==> src/rtl/orb_pkg.sv <==
// Shared constants for the keypoint pipeline: XYO word layout, octave tags,
// image geometry defaults and the fetch FSM state type.
package orb_pkg;

  localparam int XYO_W = 22;
  localparam int KP_W  = 37;

  localparam logic [1:0] OCT_L0 = 2'b01;
  localparam logic [1:0] OCT_L1 = 2'b10;

  localparam int X_MSB   = 21;
  localparam int X_LSB   = 12;
  localparam int Y_MSB   = 11;
  localparam int Y_LSB   = 2;
  localparam int OCT_MSB = 1;
  localparam int OCT_LSB = 0;

  localparam int IMG_W_DEF  = 640;
  localparam int IMG_H_DEF  = 480;
  localparam int MARGIN_DEF = 16;

  typedef enum logic [1:0] {
    ST_IDLE,
    ST_FETCH,
    ST_DRAIN,
    ST_DONE
  } fetch_state_e;

endpackage

==> src/rtl/xyo_fetch_if.sv <==
// Keypoint stream from the XYO fetcher to the descriptor/orientation stage.
interface xyo_fetch_if #(
  parameter int CNT_W = 15
);
  logic             kp_valid;
  logic             kp_ready;
  logic [9:0]       kp_x;
  logic [9:0]       kp_y;
  logic [1:0]       kp_oct;
  logic [CNT_W-1:0] kp_idx;

  modport master (output kp_valid, kp_x, kp_y, kp_oct, kp_idx, input kp_ready);
  modport slave  (input kp_valid, kp_x, kp_y, kp_oct, kp_idx, output kp_ready);
endinterface

==> src/rtl/xyo_fetch_kp_fifo.sv <==
// Small synchronous FIFO holding accepted keypoints; head is read combinationally.
module kp_fifo #(
  parameter int W     = 37,
  parameter int DEPTH = 4
) (
  input  logic                       clk,
  input  logic                       rst_n,
  input  logic                       push,
  input  logic [W-1:0]               din,
  input  logic                       pop,
  output logic [W-1:0]               dout,
  output logic [$clog2(DEPTH+1)-1:0] count,
  output logic                       empty,
  output logic                       full
);
  localparam int PW = (DEPTH > 1) ? $clog2(DEPTH) : 1;
  localparam int CW = $clog2(DEPTH+1);

  logic [W-1:0]  mem [DEPTH];
  logic [PW-1:0] wr_ptr;
  logic [PW-1:0] rd_ptr;

  function automatic logic [PW-1:0] ptr_next(input logic [PW-1:0] p);
    return (p == PW'(DEPTH-1)) ? '0 : p + PW'(1);
  endfunction

  always_ff @(posedge clk) begin
    if (push) mem[wr_ptr] <= din;
  end

  always_ff @(posedge clk or negedge rst_n) begin
    if (!rst_n) begin
      wr_ptr <= '0;
      rd_ptr <= '0;
      count  <= '0;
    end else begin
      if (push) wr_ptr <= ptr_next(wr_ptr);
      if (pop)  rd_ptr <= ptr_next(rd_ptr);
      case ({push, pop})
        2'b10:   count <= count + CW'(1);
        2'b01:   count <= count - CW'(1);
        default: count <= count;
      endcase
    end
  end

  assign dout  = mem[rd_ptr];
  assign empty = (count == '0);
  assign full  = (count == CW'(DEPTH));

endmodule

==> src/rtl/xyo_fetch.sv <==
// Streams the merged XYO keypoint list, dropping off-window or mis-tagged
// entries, with credit-limited prefetch to hide RAM latency.
module xyo_fetch
  import orb_pkg::*;
#(
  parameter int ADDR_W = 14,
  parameter int CNT_W  = 15,
  parameter int RD_LAT = 2,
  parameter int DEPTH  = 4,
  parameter int IMG_W  = IMG_W_DEF,
  parameter int IMG_H  = IMG_H_DEF,
  parameter int MARGIN = MARGIN_DEF
) (
  input  logic              clk,
  input  logic              rst_n,
  input  logic              start,
  input  logic [CNT_W-1:0]  num_total,
  input  logic [ADDR_W-1:0] num_L1,
  output logic              rd_en,
  output logic [ADDR_W-1:0] rd_addr,
  input  logic [XYO_W-1:0]  rd_data,
  xyo_fetch_if.master       kp,
  output logic              busy,
  output logic              done,
  output logic [CNT_W-1:0]  num_kept,
  output logic [CNT_W-1:0]  num_drop,
  output logic              err_tag
);
  localparam int CW   = $clog2(DEPTH+1);
  localparam int IF_W = $clog2(RD_LAT+1);
  localparam int CR_W = $clog2(DEPTH+RD_LAT+1);
  localparam logic [CNT_W-1:0] MAX_CNT = CNT_W'(2**ADDR_W);
  localparam logic [CNT_W-1:0] ONE     = CNT_W'(1);
  localparam logic [9:0] X_LO = 10'(MARGIN);
  localparam logic [9:0] X_HI = 10'(IMG_W - MARGIN);
  localparam logic [9:0] Y_LO = 10'(MARGIN);
  localparam logic [9:0] Y_HI = 10'(IMG_H - MARGIN);

  fetch_state_e      state;
  logic [CNT_W-1:0]  cnt;
  logic [CNT_W-1:0]  rd_idx;
  logic [ADDR_W-1:0] l1;

  logic              pipe_vld [RD_LAT];
  logic [CNT_W-1:0]  pipe_idx [RD_LAT];
  logic [IF_W-1:0]   in_flight;

  logic [CW-1:0]     fifo_count;
  logic              fifo_empty;
  logic              fifo_full;
  logic [KP_W-1:0]   fifo_dout;
  logic [CR_W-1:0]   credit;

  logic              issue, arrive, tag_ok, win_ok, push, drop, pop;
  logic [9:0]        ret_x, ret_y;
  logic [1:0]        ret_oct;
  logic [CNT_W-1:0]  ret_idx;

  always_comb begin
    in_flight = '0;
    for (int i = 0; i < RD_LAT; i++) in_flight = in_flight + IF_W'(pipe_vld[i]);
  end

  // A read is only issued when its word is guaranteed a FIFO slot on return
  assign credit  = CR_W'(fifo_count) + CR_W'(in_flight);
  assign issue   = (state == ST_FETCH) && (credit < CR_W'(DEPTH)) && !fifo_full;
  assign rd_en   = issue;
  assign rd_addr = rd_idx[ADDR_W-1:0];

  // ---- return stage: tag travels RD_LAT cycles to meet rd_data ----
  always_ff @(posedge clk or negedge rst_n) begin
    if (!rst_n) begin
      for (int i = 0; i < RD_LAT; i++) pipe_vld[i] <= 1'b0;
    end else begin
      pipe_vld[0] <= issue;
      for (int i = 1; i < RD_LAT; i++) pipe_vld[i] <= pipe_vld[i-1];
    end
  end

  always_ff @(posedge clk) begin
    pipe_idx[0] <= rd_idx;
    for (int i = 1; i < RD_LAT; i++) pipe_idx[i] <= pipe_idx[i-1];
  end

  assign arrive  = pipe_vld[RD_LAT-1];
  assign ret_idx = pipe_idx[RD_LAT-1];
  assign ret_x   = rd_data[X_MSB:X_LSB];
  assign ret_y   = rd_data[Y_MSB:Y_LSB];
  assign ret_oct = rd_data[OCT_MSB:OCT_LSB];

  assign tag_ok = (ret_idx < CNT_W'(l1)) ? (ret_oct == OCT_L0) : (ret_oct == OCT_L1);
  assign win_ok = (ret_x >= X_LO) && (ret_x < X_HI) && (ret_y >= Y_LO) && (ret_y < Y_HI);
  assign push   = arrive && tag_ok && win_ok;
  assign drop   = arrive && !(tag_ok && win_ok);
  assign pop    = kp.kp_valid && kp.kp_ready;

  // ---- control FSM; start clears the run counters after any increment ----
  always_ff @(posedge clk or negedge rst_n) begin
    if (!rst_n) begin
      state    <= ST_IDLE;
      cnt      <= '0;
      l1       <= '0;
      rd_idx   <= '0;
      busy     <= 1'b0;
      done     <= 1'b0;
      num_kept <= '0;
      num_drop <= '0;
      err_tag  <= 1'b0;
    end else begin
      if (push) num_kept <= num_kept + ONE;
      if (drop) num_drop <= num_drop + ONE;
      if (arrive && !tag_ok) err_tag <= 1'b1;
      done <= 1'b0;
      case (state)
        ST_IDLE: begin
          busy <= 1'b0;
          if (start) begin
            cnt      <= (num_total > MAX_CNT) ? MAX_CNT : num_total;
            l1       <= num_L1;
            rd_idx   <= '0;
            num_kept <= '0;
            num_drop <= '0;
            err_tag  <= 1'b0;
            busy     <= 1'b1;
            state    <= (num_total == '0) ? ST_DONE : ST_FETCH;
          end
        end
        ST_FETCH: begin
          if (issue) begin
            rd_idx <= rd_idx + ONE;
            if (rd_idx == cnt - ONE) state <= ST_DRAIN;
          end
        end
        ST_DRAIN: begin
          if ((in_flight == '0) && fifo_empty) state <= ST_DONE;
        end
        ST_DONE: begin
          done  <= 1'b1;
          state <= ST_IDLE;
        end
        default: state <= ST_IDLE;
      endcase
    end
  end

  // ---- output stage: FIFO head, forced to zero when nothing is queued ----
  kp_fifo #(
    .W     (KP_W),
    .DEPTH (DEPTH)
  ) u_fifo (
    .clk   (clk),
    .rst_n (rst_n),
    .push  (push),
    .din   ({ret_idx, ret_x, ret_y, ret_oct}),
    .pop   (pop),
    .dout  (fifo_dout),
    .count (fifo_count),
    .empty (fifo_empty),
    .full  (fifo_full)
  );

  assign kp.kp_valid = !fifo_empty;
  assign {kp.kp_idx, kp.kp_x, kp.kp_y, kp.kp_oct} = fifo_empty ? '0 : fifo_dout;

endmodule
==> src/flat_wrapper.sv <==
// flat-port wrapper written by rule: the top's interface ports become plain ports
module xyo_fetch_flat import orb_pkg::*;
#(
  parameter int ADDR_W = 14,
  parameter int CNT_W  = 15,
  parameter int RD_LAT = 2,
  parameter int DEPTH  = 4,
  parameter int IMG_W  = IMG_W_DEF,
  parameter int IMG_H  = IMG_H_DEF,
  parameter int MARGIN = MARGIN_DEF
)
  (clk, rst_n, start, num_total, num_L1, rd_en, rd_addr, rd_data, busy, done, num_kept, num_drop, err_tag, kp_kp_valid, kp_kp_x, kp_kp_y, kp_kp_oct, kp_kp_idx, kp_kp_ready);
  xyo_fetch_if #(.CNT_W(CNT_W)) kp_i ();
  input  logic clk;
  input  logic rst_n;
  input  logic start;
  input  logic [CNT_W-1:0] num_total;
  input  logic [ADDR_W-1:0] num_L1;
  output logic rd_en;
  output logic [ADDR_W-1:0] rd_addr;
  input  logic [XYO_W-1:0] rd_data;
  output logic busy;
  output logic done;
  output logic [CNT_W-1:0] num_kept;
  output logic [CNT_W-1:0] num_drop;
  output logic err_tag;
  output wire logic [$bits(kp_i.kp_valid)-1:0] kp_kp_valid;
  output wire logic [$bits(kp_i.kp_x)-1:0] kp_kp_x;
  output wire logic [$bits(kp_i.kp_y)-1:0] kp_kp_y;
  output wire logic [$bits(kp_i.kp_oct)-1:0] kp_kp_oct;
  output wire logic [$bits(kp_i.kp_idx)-1:0] kp_kp_idx;
  input wire logic [$bits(kp_i.kp_ready)-1:0] kp_kp_ready;
  assign kp_kp_valid = kp_i.kp_valid;
  assign kp_kp_x = kp_i.kp_x;
  assign kp_kp_y = kp_i.kp_y;
  assign kp_kp_oct = kp_i.kp_oct;
  assign kp_kp_idx = kp_i.kp_idx;
  assign kp_i.kp_ready = kp_kp_ready;
  xyo_fetch #(.ADDR_W(ADDR_W), .CNT_W(CNT_W), .RD_LAT(RD_LAT), .DEPTH(DEPTH), .IMG_W(IMG_W), .IMG_H(IMG_H), .MARGIN(MARGIN)) u_core (.clk(clk), .rst_n(rst_n), .start(start), .num_total(num_total), .num_L1(num_L1), .rd_en(rd_en), .rd_addr(rd_addr), .rd_data(rd_data), .kp(kp_i), .busy(busy), .done(done), .num_kept(num_kept), .num_drop(num_drop), .err_tag(err_tag));
endmodule
==> config.mk <==
export PLATFORM = sky130hd
export DESIGN_NAME = xyo_fetch_flat
export DESIGN_NICKNAME = d
export VERILOG_FILES = /design/src/rtl/orb_pkg.sv /design/src/rtl/xyo_fetch_if.sv /design/src/rtl/xyo_fetch_kp_fifo.sv /design/src/rtl/xyo_fetch.sv /design/src/flat_wrapper.sv
export SDC_FILE = /design/constraint.sdc
export NUM_CORES = 1
export LEC_CHECK = 0
export BUFFER_PORTS_ARGS = -buffer_cell sky130_fd_sc_hd__buf_4
export CAP_MARGIN = 5
export CELL_PAD_IN_SITES_DETAIL_PLACEMENT = 1
export CELL_PAD_IN_SITES_GLOBAL_PLACEMENT = 1
export CORE_ASPECT_RATIO = 0.7
export CORE_MARGIN = 8
export CORE_UTILIZATION = 50
export DETAILED_ROUTE_END_ITERATION = 10
export PLACE_DENSITY = 0.8
export SYNTH_ARGS = -nofsm -noshare
export SYNTH_HDL_FRONTEND = slang
export SYNTH_SLANG_ARGS = --single-unit
==> constraint.sdc <==
create_clock -name clk -period 7.85 [get_ports clk]
set_input_delay 1.1775 -clock clk [delete_from_list [all_inputs] [get_ports clk]]
set_output_delay 1.1775 -clock clk [all_outputs]
set_load 0.02 [all_outputs]
======== Yosys cells after proc, flatten, opt, wreduce, memory -nomap -nowiden ========
Memory sizes are Yosys's and may differ from the RTL's.
Cells that the tools add are included.
word-level totals
  register bits ........................... 88
  latch bits .............................. 0
  bits in writable memories ............... 178
  memory bits (read-only) ................. 0
  input port bits ......................... 55
  output and inout port bits .............. 86
  word-level logic and storage cells ...... 101
  memories kept ........................... 2
operators by class
  add/subtract/negate cells ............... 10
  $mul .................................... 0
  divide/modulo/power cells ............... 0
  magnitude comparators ................... 7
  equal/unequal tests ..................... 15
  shifts and indexed selects .............. 0
  mux-type cells .......................... 28
  bitwise gates (word level) .............. 0
  reductions and logical operators ........ 25
memories
  memory             words  bits a word  read ports  clocked after Yosys merged registers in  write ports  line                     text
  u_core.u_fifo.mem  4      37           1           0                                        1            xyo_fetch_kp_fifo.sv:19  logic [W-1:0] mem [DEPTH];
  u_core.pipe_idx    2      15           2           0                                        2            xyo_fetch.sv:45          logic [CNT_W-1:0] pipe_idx [RD_LAT];
operators by type and width
  cell                     number
  $mux W15                 9
  $add A15 B1 Y15 const B  3
  $mux W37                 1
  $pmux W15 S2             1
  $ge A10 B5 Y1 const B    2
  $eq A15 B15 Y1           1
  $gt A15 B15 Y1 const B   1
  $logic_not A15 Y1        1
  $lt A15 B14 Y1           1
  $sub A15 B1 Y15 const B  1
  $mux W2                  7
  $eq A2 B2 Y1 const B     6
  $logic_and A1 B1 Y1      12
  $lt A10 B10 Y1 const B   1
  $lt A10 B9 Y1 const B    1
  $mux W1                  8
  $pmux W2 S4              1
  $eq A2 B1 Y1 const B     3
  $pmux W3 S2              1
  $add A2 B1 Y2 const B    2
  $logic_not A1 Y1         4
  $logic_not A2 Y1         2
  $ne A2 B1 Y1 const B     2
  $ne A2 B2 Y1 const B     2
  11 further kinds         12

======== Depth between registers and ports, before layout ========
Gate-level depths: netlist (run 1).
  depth in word-level cells ............... 10
  gate-level depth with buffers ........... 17
  mapped depth without buffers ............ 15

======== By module ========
From an unflattened synthesis (run 1), not the netlist that was laid out.
second synthesis, totals
  cell total of the unflattened synthesis .. 856
  area, all modules ....................... 11492.3 um^2
by module, submodules not included
  module     instances  cells an instance  area an instance (um^2)  sequential area each (um^2)
  kp_fifo    1          231                5749.3                   4619.4
  xyo_fetch  1          625                5743.0                   2627.5

======== Worst setup path after synthesis (run 1) ========
No wires, ideal clock.
  path type ............................... in2reg
  start point ............................. input port rd_data[16]
  end point ............................... memory u_core.u_fifo.mem[0][0] (enable)
  setup time .............................. 0.398 ns
  arrival time ............................ 3.605 ns
  required time ........................... 7.452 ns
  path slack .............................. 3.847 ns
  stages .................................. 6
  buffers on the path ..................... 1
  path through ............................ a311o_1 -> a2111oi_4 -> nand2_1 -> o21ai_1 -> clkbuf_1 -> and3_1
between the ends
  cells in the longest elaborated chain, start to end .. 7
  elaborated cells on any way between the ends .. 8
  those cells by class .................... 2 x order compare; 2 x mux; 4 x reduce/logical
ends and longest elaborated chain
  element                                          line                     text
  from (decl)                                      flat_wrapper.sv:21       input logic [XYO_W-1:0] rd_data;
  $ge A10 B5 Y1 or $lt A10 B10 Y1 (tied branches)  xyo_fetch.sv:92          assign win_ok = (ret_x >= X_LO) && (ret_x < X_HI) && (ret_y >= Y_LO) && (ret_y < Y_HI);
  $logic_and A1 B1 Y1 * (3 in a row)               xyo_fetch.sv:92
  $logic_and A1 B1 Y1 *                            xyo_fetch.sv:93          assign push = arrive && tag_ok && win_ok;
  $mux W1 *                                        xyo_fetch_kp_fifo.sv:28  if (push) mem[wr_ptr] <= din;
  $mux W1 (implied by the code) *                  xyo_fetch_kp_fifo.sv:28
  to (decl)                                        xyo_fetch_kp_fifo.sv:19
Every way passes the cells marked *; elsewhere a longest branch is shown, timed or not.

======== Worst setup path after layout (run 1) ========
  start point ............................. register u_core.pipe_vld, in the netlist u_core.arrive
  end point ............................... output port rd_en
between the ends
  cells in the longest elaborated chain, start to end .. 5
ends and longest elaborated chain
  element                           line                text
  from (decl)                       xyo_fetch.sv:44     logic pipe_vld [RD_LAT];
  $add A1 B1 Y2                     xyo_fetch.sv:61     for (int i = 0; i < RD_LAT; i++) in_flight = in_flight + IF_W'(pipe_vld[i]);
  $add A3 B2 Y3                     xyo_fetch.sv:65     assign credit = CR_W'(fifo_count) + CR_W'(in_flight);
  $lt A3 B3 Y1                      xyo_fetch.sv:66     assign issue = (state == ST_FETCH) && (credit < CR_W'(DEPTH)) && !fifo_full;
  $logic_and A1 B1 Y1 (2 in a row)  xyo_fetch.sv:66
  to (decl)                         flat_wrapper.sv:19  output logic rd_en;
No other way between the ends.

==> results summary, run 1 <==
The number of cells on the worst reg-to-reg path is 9. After detailed routing, the number of remaining DRC violations is 0. The hold violation count in the final report is 0. The area of the die is between 0.02 and 0.03 mm². The total number of yosys warnings came out at 0.

After detailed routing, the average wire length per cell comes to 23.6 µm. The net count of the finished layout is roughly 1.0k. Setup repair after global routing left no endpoint under its margin. The first-iteration detailed-routing DRC count came out at roughly 430.

The clock sink count is between 200 and 300. Cell internal power was estimated by the tool at between 3000 and 4000 µW. The worst pin sits at a relative slew slack of 0.276. In this run the critical register-to-register path is captured at u_core.u_fifo.mem[0][11]$_DFFE_PP_. The via count of the first global-routing pass is around 8.2k. The final estimated routing congestion in global placement came out at 0.766. The actual transition at the worst max-transition pin came out at 1090 ps. The number of H-tree levels is 1. The number of flops mapped to enable cells by yosys came out at 148.

Sorting the synthesized cells by area gives the leading types as edfxtp_1, dfrtp_1, mux4_2, dfxtp_1, ha_1. In this run the core area contains 46 standard-cell rows. The count of buffers from port buffering is between 100 and 150.

The maximum number of pins on one net before global-route repair is 73. The wire length of the first global-routing pass is 48,000 µm. The final count of pins violating max slew is 0. The number of endpoints failing setup at the final stage came out at 0.

For this run, the register share of the synthesized area comes to 0.633. For this design the ratio of total power to cell area is between 300 and 400 mW/mm². The number of max-cap violations is 0. The deepest clock path buffer count came out at 3. The total iterations of the first detailed-routing run came out at 5. The analysis attributes to net switching a power of roughly 1600 µW.

The top-level port count came out at between 100 and 150. The flop-to-flop setup slack came out at approximately 3800 ps. The number of vias per cell is ~5.7. The global-route total usage across every layer came out at 0.220.

TritonCTS built the clock tree. The post-synthesis sequential element count came out at between 200 and 300. The portion of total power attributed to the clock network came out at 0.284. The most common cell in the synthesized netlist is edfxtp_1.

The final worst clock skew is around 14 ps. The post-synth net total is between 900 and 1k. The fraction of post-synthesis cell area in the top cell type by area came out at 0.388. The path with the worst hold slack has its endpoint at u_core.pipe_idx[0][16]$_DFF_P_.

The total overflow left after global routing is 0. The average cell area after synthesis came out at between 10 and 15 µm². The time the final worst path needs with I/O delays and setup came out at between 4000 and 5000 ps. Of the cells placed in the final design, the portion with a size suffix greater than 1 is 0.248. After clock tree synthesis, the clock-pin slew on the worst setup and hold paths is approximately 70 ps. The post-route antenna net violation count is 0. By startpoint and endpoint, the worst setup path is classified as reg2out. In this run the most critical hold path is launched from u_core.pipe_idx[0][1]$_DFF_P_. By count the netlist is led by edfxtp_1, dfrtp_1, nand2_1.

The async set-or-reset flop fraction in the synthesized netlist is 0.331. The count of different cell masters after synthesis is 62. The HPWL after detailed placement is between 15,000 and 20,000 µm. The register area came out at between 0.007 and 0.008 mm². The worst reg2reg path startpoint is u_core.l1[8]$_DFFE_PN0P_. The cell depth of the worst min-delay path came out at 0.

The largest fanout of any net on the critical path is 19. The netlist area before placement came out at around 0.011 mm². STA classifies the critical path startpoint as a register. The count of vias placed by the detailed router is roughly 7.4k.

After clock tree synthesis, the repair step resized 0 gates. The required time of the critical path came out at roughly 6700 ps. The number of diodes added for antenna fixing is 0. The area of the core region came out at between 0.02 and 0.025 mm². Of the total power, registers draw 0.390. The cell taking the most area after synthesis is edfxtp_1. The growth of design area from synthesis to finish is 18.5%. The die outline height came out at around 140 µm. The total chip power came out at 4560 µW. The number of standard cells after synthesis is 842. The total clock buffers created by CTS came out at 26. The number of hold buffers added after cts came out at 0.

The total wire length is about 30,000 µm. The worst IR drop on VDD came out at between 150 and 200 µV. The sort of element at the end of the critical path is an output pin.

The number of inserted filler cells in the final layout is around 2.2k. The data arrival time at the worst-slack endpoint is ~2900 ps. The effective utilization at floorplan is 0.508. The net switching share of the total power is 0.341. The timing-limited maximum frequency is between 0.2 and 0.25 GHz.

The combinational group share of total power came out at 0.326. For this run, the leading register cell type out of synthesis is edfxtp_1. The total negative slack is 0 ps.

The static power due to leakage is between 0.005 and 0.006 µW. The number of post-CTS setup repair buffers came out at 0. Summing all multi-input logic gate instances after layout gives 0.00382 mm².

In this run the clock root is driven by a clkbuf_16. The class of the most critical hold timing path is reg2reg. The later pin in the worst-skew pair is clocked with a latency of approximately 530 ps. The run finished with clean final reports.

The x dimension of the die is between 150 and 200 µm. The final clock period utilization by the worst path is 0.520. The number of antenna violations at the first check in global routing is 0.
-- per-layer routing --
metal	up-vias	share of wire	wire length (µm)	GRT usage
li1	3355	-	-	-
met1	3835	0.44	13400	0.290
met2	208	0.50	15200	0.381
met3	38	0.051	1570	0.0388
met4	0	0.015	469	0.0403
met5	-	0	0	0
-- cell type report --
| type | count | share of cell area |
|---|---|---|
| Timing Repair Buffer | 144 | 0.0796 |
| Tap cell | 312 | 0.0288 |
| Clock inverter | 13 | 0.0104 |
| Multi-Input combinational cell | 489 | 0.282 |
| Sequential cell | 266 | 0.534 |
| Clock buffer | 35 | 0.0558 |
| Inverter | 36 | 0.00995 |
-- worst max-delay path, cell delays in order, from the launching register on --
cell	delay, ps
dfrtp_1	720
inv_1	330
ha_1	370
a31oi_1	200
and4b_1	230
or2_2	350
buf_4	180
-- stage by stage --
step	utilization	cells	hold slack, ps	instance area (µm²)	worst slack (ps)
2_1_floorplan	-	842	310	11500	3850
3_3_place_gp	0.562	1247	313	12700	3660
3_5_place_dp	0.562	1247	313	12700	3550
4_1_cts	0.602	1295	328	13600	3720
5_1_grt	0.602	1295	336	13600	3510
6_report	0.602	1295	326	13600	3770
-- kinds of logic after synthesis --
family,synth area share
multiplexers,0.0818
adder cells (fa/ha/maj),0.0345
buffers and inverters,0.0341
XOR/XNOR,0.0229
flip-flops,0.633
AO/OA/AOI/OAI,0.0769
AND/OR/NAND/NOR,0.117
-- worst max path at each step --
| stage | startpoint | slack [ps] | cells after the start | end |
|---|---|---|---|---|
| 2_1_floorplan | rd_data[16] | 3850 | 6 | u_core.u_fifo.mem[0][0]$_DFFE_PP_ |
| 3_3_place_gp | rd_data[16] | 3660 | 7 | u_core.u_fifo.mem[3][12]$_DFFE_PP_ |
| 3_5_place_dp | rd_data[16] | 3550 | 7 | u_core.u_fifo.mem[0][12]$_DFFE_PP_ |
| 4_1_cts | u_core.arrive$_DFF_PN0_ | 3720 | 6 | rd_en |
| 5_1_grt | u_core.arrive$_DFF_PN0_ | 3510 | 6 | rd_en |
| 6_report | u_core.arrive$_DFF_PN0_ | 3770 | 6 | rd_en |
-- power by group through the flow --
stage	Sequential, µW	Combinational [µW]	Clock [µW]
floorplan	1720	1010	0
global placement	1790	1420	0
detailed placement	1800	1470	0
CTS	1780	1510	1310
global route	1800	1620	1360
finish	1780	1490	1290
-- registers in the layout, summed over array words and instances (netlist names), 3 cells and up --
| name | flops |
|---|---|
| u_core.num_kept | 15 |
| u_core.l1 | 14 |
| u_core.u_fifo.count | 3 |
| u_core.cnt | 15 |
| u_core.num_drop | 15 |
| u_core.pipe_idx | 30 |
| u_core.u_fifo.mem | 148 |
| u_core.rd_idx | 15 |
-- placed cells by master, fill, tap and decap left out, types with 36 or more instances in the layout --
| cell type | n |
|---|---|
| edfxtp_1 | 148 |
| buf_4 | 144 |
| dfrtp_1 | 86 |
| nand2_1 | 58 |
| o21ai_0 | 44 |
| a21oi_1 | 38 |
| and2_1 | 38 |
| mux4_2 | 37 |
| inv_1 | 36 |
Power figures use the tool's default switching activity.
==> run 2, diff against run 1 <==
- CORE_UTILIZATION: 50 -> 43
- PLACE_DENSITY: 0.8 -> 0.73
- clock period: 7.85 -> 3.3 ns (I/O delays scaled with it)
==> results summary, run 2 (synthesis gave the netlist of run 1 again) <==
The final estimated routing congestion in global placement is 0.773 (+1.0%). The most frequent standard cell in the layout excluding fill and tap cells is buf_4. The routed length per placed instance came out at 21.9 µm (-7.2%).

The total iterations of the first detailed-routing run came out at 4 (-1). The maximum number of pins on one net before global-route repair came to 50 (-32%). The total wire length came out at 30,200 µm (-1.4%). The clock-pin slew on the worst setup and hold paths is 60 ps (about the same). The tightest slew margin relative to the limit came out at 0.440 (+0.164). The static power due to leakage came to 0.00546 µW (+4.0%). The actual transition at the worst max-transition pin is 840 ps (-246 ps). The total clock buffers created by CTS is 27 (+3.8%). The flip-flop count of the largest register after layout came out at 148 (unchanged). The cell area after placement is 0.0131 mm² (+3.2%).

The final count of pins violating max slew was 0 (unchanged). The critical path is of the reg2reg type. The number of hold buffers added after cts came out at 0 (unchanged). The global-route total usage across every layer came to 0.186 (-0.0339). The number of antenna violations at the first check in global routing came to 0 (unchanged). Timing would allow up to 0.326 GHz. In this run the clock root is driven by a clkbuf_16.

Setup repair after global routing left no endpoint under its margin. The power per standard cell area came to 792 mW/mm² (+140%). The row count came out at 50 (+8.7%). The top-level port count was 141 (unchanged). The x dimension of the die came to 211 µm (+7.2%). The number of diodes added for antenna fixing is 0 (unchanged). The first-iteration detailed-routing DRC count came out at 558 (+30%). The HPWL after detailed placement is 20,800 µm (+4.4%). The count of vias placed by the detailed router came out at 7,471 (+0.47%).

The number of max-cap violations came out at 0 (unchanged). The number of nets at the end of the flow came out at 1,077 (+2.7%). The data arrival time at the worst-slack endpoint came to 3510 ps (+610 ps). The final global-route overflow total came out at 0 (unchanged).

The worst IR drop on VDD came out at 464 µV (+140%). The post-route antenna net violation count is 0 (unchanged). The cell area after layout is 0.0140 mm² (+3.5%).

TritonCTS built the clock tree. The residual DRC count came out at 0 (unchanged). The clock network latency to the later pin of the worst-skew pair came out at 540 ps (about the same). The final worst clock skew came out at 18.7 ps (+4.56 ps). The library cells used most frequently in the layout, excluding fill and tap cells, are buf_4, edfxtp_1, dfrtp_1, nand2_1, o21ai_0. The number of vias per cell came out at 5.43 (-5.4%). The via count of the first global-routing pass was 8,093 (-1.7%). The clock sink count is 266 (unchanged).

The number of endpoints failing setup at the final stage came out at 0 (unchanged). The hold violation count in the final report is 0 (unchanged). The die outline height came out at 153 µm (+7.0%). The run finished with clean final reports. The area of the core region was 0.0265 mm² (+17%). The largest registers in the layout are u_core.u_fifo.mem x148, u_core.pipe_idx x30. The worst setup path is launched from a register. The wire length of the first global-routing pass was 47,400 µm (-1.3%). Dividing the final minimum period by the clock period gives 0.931. The count of buffers from port buffering is 140 (unchanged). The growth of design area from synthesis to finish is 22.7%.

The class of the most critical hold timing path is in2async. The area of the die came out at 0.0322 mm² (+15%). For the finished layout, the period the worst path requires is about 3100 ps.

The deepest clock path buffer count came to 3 (unchanged). The required time of the critical path came out at 3740 ps (-2930 ps). The effective utilization at floorplan is 0.433 (-0.0748). The largest fanout of any net on the critical path is 3 (-16). The number of H-tree levels came out at 1 (unchanged).

The total negative slack is 0 ps (unchanged). The register with the most flip-flops in the final layout is u_core.u_fifo.mem. The fraction of layout cells with a size suffix above 1 came out at 0.272 (+0.0235). STA classifies the critical path endpoint as a register.
## run 2: changes by cell type in the layout (fill, tap and decap cells not counted), sizes merged
cell	change
buf	+27
bufinv	+2
clkinvlp	-2
clkinv	+2
## run 2: layout make-up
type	instances	area, µm²
Tap cell	364	455
Clock buffer	35	767
Clock inverter	15	188
Fill cell	2655	12400
Multi-Input combinational cell	489	3830
Sequential cell	266	7250
Inverter	36	135
Timing Repair Buffer	171	1420
## run 2: repair_timing
item / 4_1_cts / 5_1_grt
setup buffers: 0 / 0
resized for setup: 0 / 3
setup endpoints to repair: 0 / 2
## run 2: layer usage
layer | up-vias | GRT usage | wire (µm)
met1 | 3815 | 0.260 | 13900
met5 | - | 0 | 0
met4 | 0 | 0.0332 | 425
met2 | 193 | 0.300 | 14300
met3 | 36 | 0.0378 | 1560
li1 | 3427 | - | -
## run 2: worst paths after layout
check | slack, ps | endpoint | depth (start not counted) | startpoint
setup reg to reg | 230 | u_core.u_fifo.count[2]$_DFFE_PN0P_ | 16 | u_core.l1[13]$_DFFE_PN0P_
hold reg to reg | 330 | u_core.pipe_idx[0][26]$_DFF_P_ | 0 | u_core.pipe_idx[0][11]$_DFF_P_
max in group asynchronous | 2600 | u_core.num_kept[10]$_DFF_PN0_ | 2 | rst_n
setup / recovery | 230 | u_core.u_fifo.count[2]$_DFFE_PN0P_ | 16 | u_core.l1[13]$_DFFE_PN0P_
min in group clk | 170 | u_core.u_fifo.mem[0][14]$_DFFE_PP_ | 1 | rd_data[14]
hold / removal | 30 | u_core.num_drop[12]$_DFF_PN0_ | 1 | rst_n
## run 2: power by group
group | total (µW) | switching (µW) | internal (µW)
registers | 4230 | 416 | 3810
clock network | 3280 | 1320 | 1960
logic | 3630 | 1990 | 1640
total | 11100 | 3720 | 7410
## run 2: worst max-delay path, stage by stage (launching register included)
cell	delay, ps
dfrtp_1	360
inv_1	120
ha_1	270
nand4b_1	140
inv_1	70
a2111oi_2	380
buf_4	210
o21a_1	150
o21a_4	130
nor2_1	50
inv_1	60
ha_1	160
inv_1	60
fa_1	370
xor2_1	150
nor2_1	120
xor2_1	170
## run 2: through the flow
step                      hold WS [ps]  utilization  power [µW]  std cells  worst slack, ps
after floorplan                    199            -        6490        842             58.9
after global placement             312        0.494        7810       1326              262
after detailed placement           314        0.494        7920       1326              110
after CTS                         37.1        0.531       11200       1376              125
after global routing              68.3        0.531       11700       1376             13.3
final                             25.6        0.531       11100       1376              229
